===== config.mk =====
export PLATFORM = sky130hd
export DESIGN_NAME = set_bit_serializer
export DESIGN_NICKNAME = d
export VERILOG_FILES = /design/src/rtl/set_bit_serializer_pkg.sv /design/src/rtl/set_bit_serializer_chk.sv /design/src/rtl/trailing_one_detect.sv /design/src/rtl/set_bit_serializer.sv
export SDC_FILE = /design/constraint.sdc
export NUM_CORES = 1
export LEC_CHECK = 0
export CAP_MARGIN = 0
export CORE_UTILIZATION = 45
export DETAILED_ROUTE_END_ITERATION = 16
export PLACE_DENSITY = 0.76
export SYNTH_ARGS = -nofsm -noshare
export SYNTH_HDL_FRONTEND = slang
export SYNTH_SLANG_ARGS = --single-unit

===== constraint.sdc =====
create_clock -name i_clk -period 3.2 [get_ports i_clk]
set_input_delay 0.8 -clock i_clk [delete_from_list [all_inputs] [get_ports i_clk]]
set_output_delay 0.8 -clock i_clk [all_outputs]
set_load 0.02 [all_outputs]

===== src/rtl/set_bit_serializer_pkg.sv =====
// -----------------------------------------------------------------------------
// set_bit_serializer_pkg
// Shared definitions for the set-bit serializer slice:
//   - state_t      : serializer FSM state (IDLE waits for a vector, SCAN emits)
//   - DEF_DATA_WD  : default input vector width
//   - DEF_IND_WD   : default emitted index width
// -----------------------------------------------------------------------------
package set_bit_serializer_pkg;

  typedef enum logic {
    IDLE = 1'b0,
    SCAN = 1'b1
  } state_t;

  localparam int DEF_DATA_WD = 8;
  localparam int DEF_IND_WD  = $clog2(DEF_DATA_WD);

endpackage : set_bit_serializer_pkg


===== src/rtl/set_bit_serializer_chk.sv =====
// -----------------------------------------------------------------------------
// set_bit_serializer_chk
// Simulation checker for the serializer: the remaining-bits register must
// never be empty while the FSM is emitting indices.
// Ports:
//   i_clk, i_rst_n        clock / asynchronous active-low reset
//   i_scan                FSM is in SCAN
//   i_rem [DATA_WD-1:0]   remaining-bits register
// -----------------------------------------------------------------------------
module set_bit_serializer_chk #(
  parameter int DATA_WD = 8
) (
  input logic               i_clk,
  input logic               i_rst_n,
  input logic               i_scan,
  input logic [DATA_WD-1:0] i_rem
);

  a_rem_nonzero_in_scan : assert property (
    @(posedge i_clk) disable iff (!i_rst_n) i_scan |-> (i_rem != {DATA_WD{1'b0}})
  );

endmodule : set_bit_serializer_chk


===== src/rtl/trailing_one_detect.sv =====
// -----------------------------------------------------------------------------
// trailing_one_detect
// Combinational detector returning the index of the lowest set bit of i_vec.
// An all-zero vector yields index 0; callers qualify the result themselves.
// Ports:
//   i_vec   [DATA_WD-1:0]  vector to examine
//   o_index [IND_WD-1:0]   index of the lowest set bit
// -----------------------------------------------------------------------------
module trailing_one_detect
  import set_bit_serializer_pkg::*;
#(
  parameter int DATA_WD = DEF_DATA_WD,
  parameter int IND_WD  = $clog2(DATA_WD)
) (
  input  logic [DATA_WD-1:0] i_vec,
  output logic [IND_WD-1:0]  o_index
);

  // Priority scan from MSB down so the lowest set bit is the last to win.
  always_comb begin
    o_index = {IND_WD{1'b0}};
    for (int i = DATA_WD - 1; i >= 0; i--) begin
      if (i_vec[i]) begin
        o_index = IND_WD'(i);
      end else begin
        o_index = o_index;
      end
    end
  end

endmodule : trailing_one_detect


===== src/rtl/set_bit_serializer.sv =====
// -----------------------------------------------------------------------------
// set_bit_serializer
// Accepts a DATA_WD-bit vector over valid/ready and emits the index of every
// set bit, lowest first, one index per accepted output beat.
// Ports:
//   i_clk        clock, rising edge
//   i_rst_n      asynchronous active-low reset
//   i_valid      upstream vector valid
//   o_ready      block can accept a vector this cycle
//   i_data       vector to serialise
//   o_valid      o_index is valid
//   i_ready      downstream accepts o_index this cycle
//   o_index      index of lowest remaining set bit
//   o_last       this index is the final set bit of the vector
//   o_zero_drop  one-cycle pulse: an all-zero vector was accepted and dropped
//   o_busy       a vector is being serialised
// Note: o_ready depends combinationally on i_ready while in SCAN so the next
// vector can be taken on the same edge as the final index (zero bubble).
// -----------------------------------------------------------------------------
module set_bit_serializer
  import set_bit_serializer_pkg::*;
#(
  parameter int DATA_WD = DEF_DATA_WD,
  parameter int IND_WD  = $clog2(DATA_WD)
) (
  input  logic               i_clk,
  input  logic               i_rst_n,
  input  logic               i_valid,
  output logic               o_ready,
  input  logic [DATA_WD-1:0] i_data,
  output logic               o_valid,
  input  logic               i_ready,
  output logic [IND_WD-1:0]  o_index,
  output logic               o_last,
  output logic               o_zero_drop,
  output logic               o_busy
);

  localparam logic [DATA_WD-1:0] ONE_VEC  = {{(DATA_WD-1){1'b0}}, 1'b1};
  localparam logic [DATA_WD-1:0] ZERO_VEC = {DATA_WD{1'b0}};

  state_t             r_state;
  logic [DATA_WD-1:0] r_rem;
  logic               r_valid;
  logic               r_busy;
  logic               r_zero_drop;

  logic [IND_WD-1:0]  w_index;
  logic               w_single;
  logic               w_last;
  logic               w_ready;
  logic               w_in_xfer;
  logic               w_out_xfer;
  logic               w_nonzero;
  logic [DATA_WD-1:0] w_rem_next;

  trailing_one_detect #(
    .DATA_WD (DATA_WD),
    .IND_WD  (IND_WD)
  ) u_tod (
    .i_vec   (r_rem),
    .o_index (w_index)
  );

  // Handshake qualifiers and next remaining-bits value after clearing o_index.
  always_comb begin
    // rem & (rem-1) clears the lowest set bit; zero result means one bit left.
    w_single   = ((r_rem & (r_rem - ONE_VEC)) == ZERO_VEC);
    // Gate with r_valid so o_last reads 0 in IDLE where rem is 0.
    w_last     = r_valid & w_single;
    w_ready    = (r_state == IDLE) | (w_last & i_ready);
    w_in_xfer  = i_valid & w_ready;
    w_out_xfer = r_valid & i_ready;
    w_nonzero  = (i_data != ZERO_VEC);
    w_rem_next = r_rem & ~(ONE_VEC << w_index);
  end

  // Serializer FSM: owns rem, valid/busy flags and the zero-drop pulse.
  always_ff @(posedge i_clk or negedge i_rst_n) begin
    if (!i_rst_n) begin
      r_state     <= IDLE;
      r_rem       <= ZERO_VEC;
      r_valid     <= 1'b0;
      r_busy      <= 1'b0;
      r_zero_drop <= 1'b0;
    end else begin
      r_zero_drop <= w_in_xfer & ~w_nonzero;
      case (r_state)
        IDLE: begin
          if (w_in_xfer && w_nonzero) begin
            r_rem   <= i_data;
            r_state <= SCAN;
            r_valid <= 1'b1;
            r_busy  <= 1'b1;
          end else begin
            r_state <= IDLE;
          end
        end
        SCAN: begin
          if (w_out_xfer && w_last) begin
            if (w_in_xfer && w_nonzero) begin
              r_rem   <= i_data;
              r_state <= SCAN;
            end else begin
              r_rem   <= ZERO_VEC;
              r_state <= IDLE;
              r_valid <= 1'b0;
              r_busy  <= 1'b0;
            end
          end else if (w_out_xfer) begin
            r_rem <= w_rem_next;
          end else begin
            r_rem <= r_rem;
          end
        end
        default: begin
          r_state <= IDLE;
          r_rem   <= ZERO_VEC;
          r_valid <= 1'b0;
          r_busy  <= 1'b0;
        end
      endcase
    end
  end

  assign o_ready     = w_ready;
  assign o_valid     = r_valid;
  assign o_index     = w_index;
  assign o_last      = w_last;
  assign o_zero_drop = r_zero_drop;
  assign o_busy      = r_busy;

  set_bit_serializer_chk #(
    .DATA_WD (DATA_WD)
  ) u_chk (
    .i_clk   (i_clk),
    .i_rst_n (i_rst_n),
    .i_scan  (r_state == SCAN),
    .i_rem   (r_rem)
  );

endmodule : set_bit_serializer

==> results_dict.tcl <==
set metrics [dict create \
    status "finished clean" \
    areaGrowthSynthToFinish_pct 37.2 \
    grt_pass1_wl_um 3060 \
    rows 14 \
    synth-edff-count 0 \
    fillers 134 \
    setup_ws_ns 0.289 \
    p_leak_uw 0.000423 \
    drc 0 \
    yosys-top-cells-area "dfrtp_1 39%, nor3_1 4.9%, a32o_1 4.2%" \
    cts_max_path_buffers 2 \
    io-pin-count 20 \
    fin_nets 118 \
    via_per_inst 5.83 \
    overflow 0 \
    cp_max_fo 6 \
    intPower_uw 549 \
    fin_crit_sh_pct 91.0 \
    grt_pass1_vias 690 \
    synth_top_area_share_pct 38.6 \
    switching_power_uw 435 \
    vias 706 \
    drtIter0Drc 15 \
    cts_setup_buffers 0 \
    finClkSkew_ns 0.000401 \
    clkPwrFrac_pct 9.4 \
    syn-num-nets 92 \
    cp.arrival_ns 2.11 \
    min_period_ns 2.91 \
    global_route.usage.total_pct 22.8 \
    hold_path_class "reg2reg" \
    yosys.area.top_type "dfrtp_1" \
    n_antenna_cell 0 \
    core_area_mm2 0.00149 \
    tns_ns 0 \
    ys_types 36 \
    maxCapViolCount 0 \
    path_class "reg2out" \
    drv_slew 0 \
    combPwrFrac_pct 64.5 \
    preCtsSetupSlack_ns 0.114 \
    seq_area_frac_synth_pct 38.6 \
    clk_latency_ns 0.26 \
    path_clk_slew_ns 0.07 \
    relSlewSlack_pct 65.8 \
    syn-cell-area_um2 713 \
    hold_viol 0 \
    holdBufCountCts 0 \
    start_kind "flip-flop" \
    cts_tree "built" \
    avgSynthCellArea_um2 8.91 \
    place_congestion 0.921 \
    cts.sinks 11 \
    layout-drive-gt1-share_pct 16.2 \
    ys_ff_latch 11 \
    cp-end-kind "output port" \
    hpwl_um 1300 \
    design.die.area_mm2 0.00175 \
    die_w_um 41.8 \
    yosys_warnings 0 \
    cts_buffers 3 \
    placedCellCount 117 \
    wl_per_cell_um 14.2 \
    antenna_found_initial 0 \
    ant_nets 0 \
    rsz0062_at_grt "false" \
    fin_cells 121 \
    vdd_drop_max_uv 473 \
    p_seq_share_pct 26.1 \
    worst_slew_pin_slew_ns 0.512 \
    initial_core_util_pct 47.9 \
    syn_inst 80 \
    setup_viol 0 \
    totalWireLength_um 1720 \
    powerDensity_mw_per_mm2 1010 \
    portBuffers 19 \
    die_h_um 41.8 \
    required_ns 2.40 \
    ys.flop_type "dfrtp_1" \
    fmax_mhz 344 \
    h-tree-depth 1 \
    grt_max_degree 12 \
    swShare_pct 44.2 \
    ys_async_sr_fraction_pct 100 \
    drtPass1Iterations 4 \
    cts-root-buf "clkbuf_4" \
]
## cell families (layout without fill, tap and decap cells)
logic type               after synthesis  count (layout)  synth area share (%)
adder cells (fa/ha/maj)                1               1                  1.40
buffers and inverters                 12              37                  7.72
flip-flops                            11              11                  38.6
AND/OR/NAND/NOR                       29              29                  22.3
AO/OA/AOI/OAI                         27              27                  30.0
## flip-flops by register name, indices dropped and copies added (netlist names)
name,count
o_busy,1
o_zero_drop,1
r_rem,8
r_state,1
## metal layers
layer | vias to the layer above | wire length, um | GRT usage, %
li1 | 350 | - | -
met1 | 331 | 818 | 33.0
met3 | 4 | 47 | 1.30
met4 | 0 | 28 | 10.3
met5 | - | 0 | 0
met2 | 21 | 828 | 35.0
## per-stage QoR
| step | hold WS, ns | instance area [um^2] | util, % | total power, uW |
|---|---|---|---|---|
| finish | 0.607 | 978 | 65.7 | 984 |
| global route | 0.639 | 978 | 65.7 | 1070 |
| detailed placement | 0.594 | 947 | 63.6 | 891 |
| CTS | 0.605 | 976 | 65.5 | 990 |
| global placement | 0.585 | 947 | 63.6 | 883 |
| floorplan | 0.504 | 713 | - | 660 |
## worst max-delay path: stages (launching register included)
cell and delay [ns]:
dfrtp_1 0.39, or4_4 0.60, a21oi_2 0.20, nor2_1 0.06
nor2_1 0.13, and2_1 0.13, dlygate4sd2_1 0.33
## worst paths after layout
check	start	endpoint	slack, ns	cells past startpoint
setup reg to reg	r_rem[3]$_DFFE_PN0P_	r_rem[1]$_DFFE_PN0P_	1.26	6
max in group asynchronous	i_rst_n	r_rem[5]$_DFFE_PN0P_	1.98	1
min in group asynchronous	i_rst_n	r_rem[1]$_DFFE_PN0P_	0.88	1
setup / recovery	r_rem[3]$_DFFE_PN0P_	o_last	0.29	6
hold / removal	r_rem[7]$_DFFE_PN0P_	r_rem[7]$_DFFE_PN0P_	0.61	2
hold reg to reg	r_rem[7]$_DFFE_PN0P_	r_rem[7]$_DFFE_PN0P_	0.61	2
## final cells by class
| type | instances | area (um^2) | share of cell area (%) |
|---|---|---|---|
| Multi-Input combinational cell | 57 | 387 | 39.5 |
| Timing Repair Buffer | 26 | 244 | 24.9 |
| Sequential cell | 11 | 275 | 28.1 |
| Tap cell | 16 | 20.0 | 2.05 |
| Clock buffer | 4 | 26.3 | 2.69 |
| Inverter | 7 | 26.3 | 2.69 |
## placed cells by master (no fill, tap or decap), types with 2 or more instances in the layout
cell	instances
nor2_1	7
clkbuf_4	3
a31o_1	2
a32o_1	3
o21a_1	2
buf_4	7
o21ai_0	2
nor3_1	7
nand2_1	4
dfrtp_1	11
a21oi_1	2
or3_1	2
clkdlybuf4s50_1	17
inv_1	7
or4_1	2
o21ai_2	2
o221ai_1	2
## cell usage after synthesis (2+ instances only)
cell type / n
or3_1: 2
a31o_1: 2
or4_1: 3
nor2_1: 7
a21oi_1: 2
nand2_1: 4
o21ai_0: 2
o21a_1: 2
buf_2: 2
o21ai_2: 2
buf_4: 2
inv_1: 7
nor3_1: 7
o221ai_1: 2
a32o_1: 3
dfrtp_1: 11
## power groups by stage
stage	Sequential, uW	Combinational (uW)	Clock, uW
global route	266	698	105
floorplan	257	404	0
global placement	254	630	0
CTS	255	639	95.9
finish	257	635	92.9
detailed placement	257	634	0
## timing repair
action,in CTS,in global routing
pin swaps,0,0
resized for setup,2,1
endpoints found under the setup margin,2,1
Power figures use the tool's default switching activity.
